[config.mk]
export PLATFORM = sky130hd
export DESIGN_NAME = button_event_decoder
export DESIGN_NICKNAME = d
export VERILOG_FILES = /design/src/rtl/button_event_decoder.sv
export SDC_FILE = /design/constraint.sdc
export NUM_CORES = 1
export LEC_CHECK = 0
export BUFFER_PORTS_ARGS = -buffer_cell sky130_fd_sc_hd__buf_2
export CAP_MARGIN = 10
export CORE_MARGIN = 4
export CORE_UTILIZATION = 35
export CTS_CLUSTER_SIZE = 28
export DETAILED_ROUTE_END_ITERATION = 12
export SYNTH_ARGS = -nofsm -noshare
export SYNTH_HDL_FRONTEND = slang
export SYNTH_SLANG_ARGS = --single-unit
[constraint.sdc]
create_clock -name clk -period 5.6 [get_ports clk]
set_input_delay 0.84 -clock clk [delete_from_list [all_inputs] [get_ports clk]]
set_output_delay 0.84 -clock clk [all_outputs]
set_load 0.005 [all_outputs]
[src/rtl/button_event_decoder.sv]
// button_event_decoder
//
// Turns the three raw, bouncing, active-low push buttons of the clock into
// clean control events for the time-keeping block:
//   - two-flop synchronizer and counter-based debounce per button
//   - one press FSM each for increase/decrease (IDLE, HOLD, REPEAT, BLOCKED)
//   - a 2-bit mode register stepped by the mode button
//
// Optional feature macro: BTN_AUTOREPEAT_EN
//   defined   : holding increase/decrease auto-repeats (delay, then fixed rate)
//   undefined : exactly one strobe per debounced press, no repeat counter
//
// Ports:
//   clk         in   divided system clock (1 MHz nominal)
//   reset       in   asynchronous, active-high reset
//   increase_n  in   raw increase button, active-low, asynchronous
//   decrease_n  in   raw decrease button, active-low, asynchronous
//   sw_n        in   raw mode button, active-low, asynchronous
//   increment   out  one-cycle strobe: add one to the selected field
//   decrement   out  one-cycle strobe: subtract one from the selected field
//   mode        out  00 run, 01 set hour, 10 set minute, 11 set second
//   mode_pulse  out  one-cycle strobe coinciding with a mode change
module button_event_decoder #(
  parameter int DEBOUNCE_CYC     = 20000,
  parameter int REPEAT_DELAY_CYC = 500000,
  parameter int REPEAT_RATE_CYC  = 250000,
  parameter int CNT_W            = 20
) (
  input  logic       clk,
  input  logic       reset,
  input  logic       increase_n,
  input  logic       decrease_n,
  input  logic       sw_n,
  output logic       increment,
  output logic       decrement,
  output logic [1:0] mode,
  output logic       mode_pulse
);

  localparam logic [CNT_W-1:0] CNT_ONE = CNT_W'(1);
  localparam logic [CNT_W-1:0] DB_LAST = CNT_W'(DEBOUNCE_CYC - 1);
`ifdef BTN_AUTOREPEAT_EN
  localparam logic [CNT_W-1:0] DELAY_LAST = CNT_W'(REPEAT_DELAY_CYC - 1);
  localparam logic [CNT_W-1:0] RATE_LAST  = CNT_W'(REPEAT_RATE_CYC - 1);
`endif

  typedef enum logic [1:0] {
    IDLE    = 2'd0,
    HOLD    = 2'd1,
    REPEAT  = 2'd2,
    BLOCKED = 2'd3
  } press_state_t;

  // Bit order everywhere: 0 = increase, 1 = decrease, 2 = mode.
  logic [2:0] raw_n;
  logic [2:0] press_edge;
  logic [1:0] db_level;
  logic [1:0] pressed;
  logic [1:0] is_blocked;
  logic [1:0] strobe;

  assign raw_n = {sw_n, decrease_n, increase_n};

  // ---------------------------------------------------------------------------
  // Synchronizer + debounce, one per button
  // ---------------------------------------------------------------------------
  genvar gi;
  generate
    for (gi = 0; gi < 3; gi++) begin : g_btn
      logic             sync1_reg;
      logic             sync2_reg;
      logic             db_reg;
      logic             db_prev_reg;
      logic [CNT_W-1:0] db_cnt_reg;

      always_ff @(posedge clk or posedge reset) begin
        if (reset) begin
          sync1_reg   <= 1'b1;
          sync2_reg   <= 1'b1;
          db_reg      <= 1'b1;
          db_prev_reg <= 1'b1;
          db_cnt_reg  <= '0;
        end else begin
          sync1_reg   <= raw_n[gi];
          sync2_reg   <= sync1_reg;
          db_prev_reg <= db_reg;
          // Any return to the accepted level restarts the stability count,
          // so a glitch must persist DEBOUNCE_CYC cycles to be accepted.
          if (sync2_reg == db_reg) begin
            db_cnt_reg <= '0;
          end else if (db_cnt_reg == DB_LAST) begin
            db_reg     <= sync2_reg;
            db_cnt_reg <= '0;
          end else begin
            db_cnt_reg <= db_cnt_reg + CNT_ONE;
          end
        end
      end

      assign press_edge[gi] = db_prev_reg & ~db_reg;

      if (gi < 2) begin : g_lvl
        assign db_level[gi] = db_reg;
      end
    end
  endgenerate

  assign pressed = ~db_level;

  // ---------------------------------------------------------------------------
  // Press FSMs for increase (0) and decrease (1)
  // ---------------------------------------------------------------------------
  generate
    for (gi = 0; gi < 2; gi++) begin : g_press
      press_state_t state_reg, state_next;
      logic         strobe_reg, strobe_next;
      logic         block_me;
`ifdef BTN_AUTOREPEAT_EN
      logic [CNT_W-1:0] rpt_cnt_reg, rpt_cnt_next;
`endif

      // Both held together blocks both FSMs. A button whose partner is
      // already parked in BLOCKED is not blocked again, so a fresh press of
      // the released partner is honoured while the other waits for release.
      assign block_me = pressed[0] & pressed[1] & ~is_blocked[1-gi];

      always_comb begin
        state_next  = state_reg;
        strobe_next = 1'b0;
`ifdef BTN_AUTOREPEAT_EN
        rpt_cnt_next = rpt_cnt_reg;
`endif
        case (state_reg)
          IDLE: begin
            if (block_me) begin
              state_next = BLOCKED;
            end else if (press_edge[gi]) begin
              state_next  = HOLD;
              strobe_next = 1'b1;
`ifdef BTN_AUTOREPEAT_EN
              rpt_cnt_next = '0;
`endif
            end
          end
          HOLD: begin
            if (block_me) begin
              state_next = BLOCKED;
            end else if (!pressed[gi]) begin
              state_next = IDLE;
`ifdef BTN_AUTOREPEAT_EN
            end else if (rpt_cnt_reg == DELAY_LAST) begin
              state_next   = REPEAT;
              strobe_next  = 1'b1;
              rpt_cnt_next = '0;
            end else begin
              rpt_cnt_next = rpt_cnt_reg + CNT_ONE;
`endif
            end
          end
`ifdef BTN_AUTOREPEAT_EN
          REPEAT: begin
            // Release wins over a coinciding repeat tick.
            if (block_me) begin
              state_next = BLOCKED;
            end else if (!pressed[gi]) begin
              state_next = IDLE;
            end else if (rpt_cnt_reg == RATE_LAST) begin
              strobe_next  = 1'b1;
              rpt_cnt_next = '0;
            end else begin
              rpt_cnt_next = rpt_cnt_reg + CNT_ONE;
            end
          end
`endif
          BLOCKED: begin
            if (!pressed[gi]) begin
              state_next = IDLE;
            end
          end
          default: begin
            state_next = IDLE;
          end
        endcase
      end

      always_ff @(posedge clk or posedge reset) begin
        if (reset) begin
          state_reg  <= IDLE;
          strobe_reg <= 1'b0;
`ifdef BTN_AUTOREPEAT_EN
          rpt_cnt_reg <= '0;
`endif
        end else begin
          state_reg  <= state_next;
          strobe_reg <= strobe_next;
`ifdef BTN_AUTOREPEAT_EN
          rpt_cnt_reg <= rpt_cnt_next;
`endif
        end
      end

      assign is_blocked[gi] = (state_reg == BLOCKED);
      assign strobe[gi]     = strobe_reg;
    end
  endgenerate

  assign increment = strobe[0];
  assign decrement = strobe[1];

  // ---------------------------------------------------------------------------
  // Mode register: steps on each debounced mode-button press
  // ---------------------------------------------------------------------------
  logic [1:0] mode_reg;
  logic       mode_pulse_reg;

  always_ff @(posedge clk or posedge reset) begin
    if (reset) begin
      mode_reg       <= 2'b00;
      mode_pulse_reg <= 1'b0;
    end else begin
      mode_pulse_reg <= press_edge[2];
      if (press_edge[2]) begin
        mode_reg <= mode_reg + 2'd1;
      end
    end
  end

  assign mode       = mode_reg;
  assign mode_pulse = mode_pulse_reg;

endmodule

==> out/metrics.yaml, run 1 <==
flow_run:
  drv_cap: 0
place:
  io_buffer_count: 9
  dp_hpwl_mm: 4.44
  dp.cells: 502
  gp_congestion: 0.822
worst_setup_path:
  path_cells: "ha_1 > and4_1 > nand4_1 > o21bai_1 > nor2_1"
  cp-end-kind: "flop"
  cp-start-kind: "flop"
  crit_required_ps: 5800
  crit_family: "compound AO/OA/AOI/OAI gates"
  crit_type: "reg2reg"
  path_buf_inv: 0
  crit_arrival_ps: 2460
  slowest_stage: "o21bai_1"
  crit_path_max_incr_delay_ps: 890
  critical_path_peak_fanout: 15
drt:
  routedWlPerCell_um: 12.9
  avgViaCountPerCell: 5.06
  ant_nets: 0
  dr.pass1.iters: 4
  drtIter0Drc: 168
  drcViolationCount: 0
  vias: 2622
  wl_mm: 6.67
sta:
  setup_viol: 0
  fin_crit_ps: 2260
  holdWs_ps: 354
  fin_setup_tns_ps: 0
  max_freq_ghz: 0.443
  max_slew_margin: 0.254
  rsz0062_at_grt: "false"
  slew_viol_final: 0
  fin_crit_sh: 0.403
  skew_ps: 6.19
  max_slew.worst_pin.slew_ps: 1120
  hold_viol: 0
clock_tree:
  root_buffer: "clkbuf_8"
  cts_buffers: 9
  clk_path_buf_depth: 2
  clk_latency_ps: 360
  htreeDepth: 3
  clock_sinks: 81
  post_cts_resized: 0
  cts.clk_slew.worst_paths_ps: 80
  postCtsSetupBuffers: 0
  cts_tree: "done"
  hold_buffers: 0
logic_synthesis:
  ys_seq_area_frac: 0.544
  syn_avg_cell_area_um2: 10.3
  syn_area_um2: 3750
  ys_types: 36
  synth_fp_nets: 373
  ys_ff_latch: 81
  yosys_warnings: 0
  synthCells: 365
layout:
  instances_no_fill: 518
  post-route-util: 0.403
  area_growth_pct: 11.4
  largest_register_ff_count: 60
  fin_nets: 385
  antennaDiodeCount: 0
  drive_gt1_frac: 0.120
power:
  ir_worst_vdd_v: 0.000103
  leakagePower_nw: 1.69
  power.density_nw_per_um2: 274
  p_total_w: 0.00114
floorplanning:
  ios: 10
  die_w_um: 112
  num_rows: 37
  dieArea_um2: 12400
  initial_utilization: 0.362
  fp.dieH_um: 112
  core-area_um2: 10400
grt:
  grt_pass1_wl_mm: 12.4
  grt_antenna_before_repair: 0
  grt_max_degree: 82
  grtUsageTotal: 0.120
  gr-total-overflow: 0
  grt_pass1_vias: 2676
outcome:
  status: "completed"
worst_hold_path:
  min_path_type: "reg2reg"
## per-layer routing
metal,track usage,part of all wire
met1,0.157,0.50
met2,0.184,0.45
met3,0.0353,0.027
met4,0.0568,0.022
met5,0,0
## cells in the mapped netlist
master	count	area share
dfstp_2	12	0.084
buf_6	1	0.0030
clkbuf_2	2	0.0027
a211oi_1	1	0.0020
nor3_1	12	0.016
nand3b_1	1	0.0020
ha_1	3	0.010
o211a_1	1	0.0027
o31ai_2	1	0.0033
xor2_1	14	0.033
a31oi_1	3	0.0050
nand2_1	17	0.017
nor2_1	55	0.055
and4_1	7	0.016
clkbuf_1	7	0.0070
nor4_1	12	0.020
or3_1	11	0.018
and3_1	3	0.0050
mux2_2	3	0.0090
or4_4	1	0.0030
o21bai_1	3	0.0060
inv_1	12	0.012
nor4b_1	4	0.0093
a21oi_1	15	0.020
o21ai_4	1	0.0043
nand4_1	18	0.030
or4_1	5	0.010
nand2b_1	3	0.0050
dfrtp_1	69	0.46
xnor2_1	30	0.070
o21ai_0	11	0.015
mux2i_1	5	0.013
nor2b_1	2	0.0033
nand3_1	16	0.021
nor3b_1	1	0.0020
and2_1	3	0.0050
## logic make-up after synthesis
kind of cell / count (synthesis) / synth area share
AO/OA/AOI/OAI: 36 / 0.0580
XOR/XNOR: 44 / 0.103
adder cells (fa/ha/maj): 3 / 0.0100
buffers and inverters: 22 / 0.0247
flip-flops: 81 / 0.544
multiplexers: 8 / 0.0223
AND/OR/NAND/NOR: 171 / 0.239
## through the flow
| stage | setup WS [ps] | instance area, um2 |
|---|---|---|
| final | 3340 | 4180 |
| after global routing | 3120 | 4180 |
| after CTS | 3320 | 4180 |
| after detailed placement | 3330 | 3940 |
| after global placement | 3450 | 3940 |
| after floorplan | 2700 | 3750 |
## layout make-up
cell class                      instances  area [um2]
Fill cell                            1031        6190
Sequential cell                        81        2040
Multi-Input combinational cell        262        1620
Tap cell                              136         170
Clock buffer                            9         124
Clock inverter                          7         119
Timing Repair Buffer                   11        60.1
Inverter                               12        46.3
## where the power goes
part / internal, W / switching, W
clock network: 0.000296 / 0.000216
registers: 0.000594 / 0.00000672
logic: 0.00000853 / 0.0000238
## final timing paths
| kind | startpoint | to | slack (ps) | cells past startpoint |
|---|---|---|---|---|
| setup / recovery | g_btn[1].db_cnt_reg[0] | g_btn[1].db_cnt_reg[9] | 3340 | 5 |
| hold / removal | g_btn[0].sync1_reg | g_btn[0].sync2_reg | 350 | 0 |
| setup reg to reg | g_btn[1].db_cnt_reg[0] | g_btn[1].db_cnt_reg[9] | 3340 | 5 |
| hold reg to reg | g_btn[0].sync1_reg | g_btn[0].sync2_reg | 350 | 0 |
| max in group asynchronous | reset | g_btn[2].db_cnt_reg[17] | 4200 | 3 |
| min in group asynchronous | reset | g_btn[0].db_cnt_reg[9] | 780 | 3 |
## layout by cell type (no fill, tap or decap), types with 3 or more instances in the layout
cell	instances
nor3_1	12
mux2i_1	5
dfstp_2	12
mux2_2	3
nor4b_1	4
nand3_1	16
clkbuf_8	9
nand2b_1	3
o21ai_0	11
and3_1	3
or4_1	5
inv_1	11
buf_2	9
and2_1	3
dfrtp_1	69
ha_1	3
xor2_1	14
nor4_1	12
nand2_1	17
a21oi_1	15
nor2_1	55
xnor2_1	30
o21bai_1	3
nand4_1	18
bufinv_16	3
and4_1	7
or3_1	11
a31oi_1	3
No activity file was read; power rests on OpenSTA's default activity.
==> inputs of run 2 (changes only) <==
==> constraint.sdc (replaced) <==
create_clock -name clk -period 2 [get_ports clk]
set_input_delay 0.3 -clock clk [delete_from_list [all_inputs] [get_ports clk]]
set_output_delay 0.3 -clock clk [all_outputs]
set_load 0.005 [all_outputs]
==> run 2 against run 1 <==
Sequential cell count is the same. Clock power grew 130%. Non-clock buffer count grew 19. Utilization grew 1.2 points. Cell count grew 3.7%. Worst hold slack lost 320 ps. Clock-buffer cell count grew 2. First-iteration DRC count shrank 25%. Critical path type unchanged. Largest cell class unchanged. Largest power group unchanged. Highest routed layer unchanged.
==> out/metrics.yaml, run 2 (same netlist as run 1, synthesis figures left out) <==
outcome:
  status: "completed"
sta:
  holdWs_ps: 33.6
  fin_crit_ps: 1940
  rsz0062_at_grt: "false"
  setup_slack_ps: 60.0
  fin_setup_tns_ps: 0
  hold_viol: 0
  max_slew_margin: 0.641
  max_slew.worst_pin.slew_ps: 535
  skew_ps: 8.05
  slew_viol_final: 0
  setup_viol: 0
  max_freq_ghz: 0.515
  fin_crit_sh: 0.970
worst_hold_path:
  hold_depth: 1
  min_path_type: "in2reg"
grt:
  grt_use_met2: 0.186
  grt_max_degree: 68
  grt.busiest_layer: "met2"
  grt_antenna_before_repair: 0
  grtUsageTotal: 0.120
  grt_use_met1: 0.156
  grt_pass1_wl_mm: 12.3
  grt_pass1_vias: 2661
  met3_usage: 0.0332
  gr-total-overflow: 0
drt:
  dr.pass1.iters: 4
  wl_mm: 6.74
  ant_nets: 0
  drcViolationCount: 0
  avgViaCountPerCell: 4.99
  vias: 2677
  routedWlPerCell_um: 12.5
  drtIter0Drc: 126
place:
  io_buffer_count: 9
  pre_cts_slack_ps: 66.2
  gp_congestion: 0.812
  place_area_um2: 4100
  dp_hpwl_mm: 4.66
power:
  leakagePower_nw: 1.77
  p_total_w: 0.00299
  ir_worst_vdd_v: 0.000285
  power.density_nw_per_um2: 693
floorplanning:
  die_w_um: 112
  fp.dieH_um: 112
  num_rows: 37
  dieArea_um2: 12400
  core-area_um2: 10400
  ios: 10
  initial_utilization: 0.362
layout:
  design_area_um2: 4310
  antennaDiodeCount: 0
  layout_commonest_cell: "dfrtp_1"
  drive_gt1_frac: 0.157
  final_cell_mix: "dfrtp_1, nor2_1, xnor2_1"
  fin_nets: 404
  fillers: 1018
  area_growth_pct: 14.7
  largest_register_ff_count: 60
worst_setup_path:
  crit_path_max_incr_delay_ps: 510
  crit_arrival_ps: 2230
  rr_worst_depth: 4
  crit_type: "reg2reg"
  crit_cells: 4
  path_cells: "or4_1 > or4_4 > nor2_1 > mux2_2"
  path_buf_inv: 0
  critical_path_peak_fanout: 2
  slowest_stage: "or4_4"
  cp-end-kind: "flop"
  cp-start-kind: "flop"
  crit_required_ps: 2290
  crit_family: "simple AND/OR/NAND/NOR gates"
flow_run:
  drv_cap: 0
clock_tree:
  post_cts_resized: 0
  root_buffer: "clkbuf_8"
  cts_buffers: 9
  cts.clk_slew.worst_paths_ps: 80
  clk_path_buf_depth: 2
  hold_buffers: 1
  clk_latency_ps: 360
  postCtsSetupBuffers: 0
  htreeDepth: 3
  cts_tree: "done"
  clock_sinks: 81
-- run 2: cell types whose count changed in the layout (fill, tap and decap cells not counted) --
cell	previous run	this run
clkinv_4	1	0
buf_4	2	18
bufinv_16	3	1
clkbuf_1	0	1
dlygate4sd3_1	0	1
clkinvlp_4	2	3
buf_12	0	2
clkbuf_8	9	10
-- run 2: report_power, final --
part	switching [W]	internal (W)	total, W
Clock	0.000589	0.000607	0.00120
Sequential	0.0000175	0.00166	0.00168
Combinational	0.0000721	0.0000372	0.000109
Total	0.000679	0.00231	0.00299
-- run 2: worst paths after layout --
| check | from | to | slack (ps) |
|---|---|---|---|
| max in group asynchronous | reset | g_btn[2].db_reg | 860 |
| setup reg to reg | g_btn[0].db_cnt_reg[13] | g_btn[0].db_reg | 60 |
| hold / removal | increase_n | g_btn[0].sync1_reg | 30 |
| hold reg to reg | g_btn[2].sync1_reg | g_btn[2].sync2_reg | 360 |
| setup / recovery | g_btn[0].db_cnt_reg[13] | g_btn[0].db_reg | 60 |
| min in group asynchronous | reset | g_btn[0].db_cnt_reg[11] | 460 |
-- run 2: layout make-up --
| class | count | area [um2] | share of cell area |
|---|---|---|---|
| Sequential cell | 81 | 2040 | 0.474 |
| Clock buffer | 11 | 141 | 0.0328 |
| Timing Repair Buffer | 30 | 230 | 0.0534 |
| Inverter | 12 | 48.8 | 0.0113 |
| Multi-Input combinational cell | 262 | 1620 | 0.376 |
| Tap cell | 136 | 170 | 0.0395 |
| Clock inverter | 5 | 55.1 | 0.0128 |
-- run 2: per-stage QoR --
step | util | std cells
finish | 0.415 | 537
global route | 0.415 | 537
CTS | 0.415 | 537
detailed placement | 0.396 | 520
global placement | 0.396 | 520
floorplan | - | 365
-- run 2: per-layer routing --
| layer | share of wire | vias up |
|---|---|---|
| met5 | 0 | - |
| met4 | 0.024 | 0 |
| met3 | 0.034 | 10 |
| li1 | - | 1343 |
| met1 | 0.48 | 1292 |
| met2 | 0.46 | 32 |
==> inputs of run 3 (changes only) <==
--- a/config.mk
+++ b/config.mk
@@ -11,6 +11,7 @@
 export CORE_UTILIZATION = 35
 export CTS_CLUSTER_SIZE = 28
 export DETAILED_ROUTE_END_ITERATION = 12
+export MAX_ROUTING_LAYER = met4
 export SYNTH_ARGS = -nofsm -noshare
 export SYNTH_HDL_FRONTEND = slang
 export SYNTH_SLANG_ARGS = --single-unit
==> run 3 against run 2 <==
First-iteration DRC count is 2.4% lower. Global-route usage is 0.36 points higher. Critical path depth stayed put. Clock-buffer cell count stayed put. Sequential share of layout area stayed put. Clock power hardly changed. Fmax hardly changed. Worst hold slack worse by 1.8 ps. Routed wire length hardly changed. Sequential power hardly changed. Die area stayed put. Largest cell class unchanged. Highest routed layer unchanged.
==> out/metrics.yaml, run 3 (same netlist as run 1, synthesis figures left out) <==
outcome:
  status: "completed"
drt:
  routedWlPerCell_um: 12.5
  vias: 2685
  drcViolationCount: 0
  wl_mm: 6.74
  drtIter0Drc: 123
  avgViaCountPerCell: 5.00
  dr.pass1.iters: 4
  ant_nets: 0
power:
  p_total_w: 0.00299
  seqPwrFrac: 0.563
  combPwrFrac: 0.037
  switchingPower_w: 0.000680
  netSwitchingFraction: 0.228
  power.density_nw_per_um2: 693
  cellInternalPower_w: 0.00231
  power.clock.fraction: 0.401
  ir_worst_vdd_v: 0.000285
  leakagePower_nw: 1.77
grt:
  grtUsageTotal: 0.124
  grt_antenna_before_repair: 0
  grt_pass1_wl_mm: 12.3
  grt_pass1_vias: 2661
  gr-total-overflow: 0
  grt_max_degree: 68
sta:
  rsz0062_at_grt: "false"
  fin_setup_tns_ps: 0
  slew_viol_final: 0
  holdWs_ps: 31.8
  max_slew_margin: 0.645
  max_slew.worst_pin.slew_ps: 529
  skew_ps: 8.48
  fin_crit_sh: 0.970
  setup_viol: 0
  fin_crit_ps: 1940
  max_freq_ghz: 0.516
  hold_viol: 0
worst_setup_path:
  crit_family: "simple AND/OR/NAND/NOR gates"
  critical_path_peak_fanout: 2
  crit_required_ps: 2290
  endpoint: "g_btn[0].db_reg"
  crit_type: "reg2reg"
  r2r_start: "g_btn[0].db_cnt_reg[13]"
  ff2ff_setup_slack_ps: 60
  crit_start: "g_btn[0].db_cnt_reg[13]"
  rr_worst_depth: 4
  reg2reg_to: "g_btn[0].db_reg"
  crit_cells: 4
  cp-start-kind: "flop"
  crit_path_max_incr_delay_ps: 510
  crit_arrival_ps: 2230
  path_cells: "or4_1 > or4_4 > nor2_1 > mux2_2"
  cp-end-kind: "flop"
  slowest_stage: "or4_4"
  path_buf_inv: 0
clock_tree:
  clk_path_buf_depth: 2
  cts.clk_slew.worst_paths_ps: 80
  hold_buffers: 1
  cts_tree: "done"
  post_cts_resized: 0
  cts_buffers: 9
  root_buffer: "clkbuf_8"
  postCtsSetupBuffers: 0
  clk_latency_ps: 360
  clock_sinks: 81
  htreeDepth: 3
layout:
  drive_gt1_frac: 0.157
  layout_commonest_cell: "dfrtp_1"
  antennaDiodeCount: 0
  area_growth_pct: 14.7
  largest_register_ff_count: 60
  final_cell_mix: "dfrtp_1, nor2_1, xnor2_1"
  fin_nets: 404
floorplanning:
  ios: 10
  initial_utilization: 0.362
  dieArea_um2: 12400
  die_w_um: 112
  fp.dieH_um: 112
  core-area_um2: 10400
  num_rows: 37
place:
  dp_hpwl_mm: 4.66
  io_buffer_count: 9
  gp_congestion: 0.824
worst_hold_path:
  min_path_type: "in2reg"
flow_run:
  drv_cap: 0
## run 3: cell counts in the layout (fill, tap and decap cells not counted)
Identical to the previous run, type by type.
## run 3: cell type report
class / count / area (um2)
sequential: 81 / 2040
clock inverter: 5 / 55.1
tap: 136 / 170
inverter: 12 / 48.8
timing repair buffer: 30 / 230
fill: 1018 / 6060
clock buffer: 11 / 141
multi-input combinational: 262 / 1620
## run 3: power groups by stage
stage	Clock (W)	Sequential, W	Combinational (W)
floorplan	0	0.00171	0.0000728
global placement	0	0.00171	0.000111
detailed placement	0	0.00171	0.000113
CTS	0.00125	0.00168	0.000115
global route	0.00132	0.00168	0.000128
finish	0.00120	0.00168	0.000109
## run 3: stage by stage
stage | utilization | setup WS [ps] | instance area (um2) | instances
6_report | 0.415 | 60.5 | 4310 | 537
5_1_grt | 0.415 | 4.91 | 4310 | 537
4_1_cts | 0.415 | 51.0 | 4310 | 537
3_5_place_dp | 0.396 | 66.2 | 4100 | 520
3_3_place_gp | 0.396 | 92.7 | 4100 | 520
2_1_floorplan | - | 42.6 | 3760 | 365
## run 3: per-layer routing
metal	vias to the layer above	part of all wire	global-route usage
met4	0	0.024	0.0584
met5	-	0	-
met2	40	0.46	0.186
li1	1344	-	-
met1	1290	0.48	0.156
met3	11	0.037	0.0332
## run 3: how the worst min path moves through the flow
| stage | slack (ps) | endpoint | depth (start not counted) | from |
|---|---|---|---|---|
| global placement | 300 | g_btn[0].db_cnt_reg[9] | 2 | reset |
| floorplan | 300 | g_btn[0].sync1_reg | 0 | increase_n |
| CTS | 8 | g_btn[0].sync1_reg | 1 | increase_n |
| global route | 7 | g_btn[0].sync1_reg | 1 | increase_n |
| detailed placement | 310 | g_btn[0].db_cnt_reg[11] | 2 | reset |
| finish | 30 | g_btn[0].sync1_reg | 1 | increase_n |
## run 3: worst register-to-register path: stages, from the launching register on
cell	delay (ps)
dfrtp_1	390
or4_1	500
or4_4	510
nor2_1	130
mux2_2	340
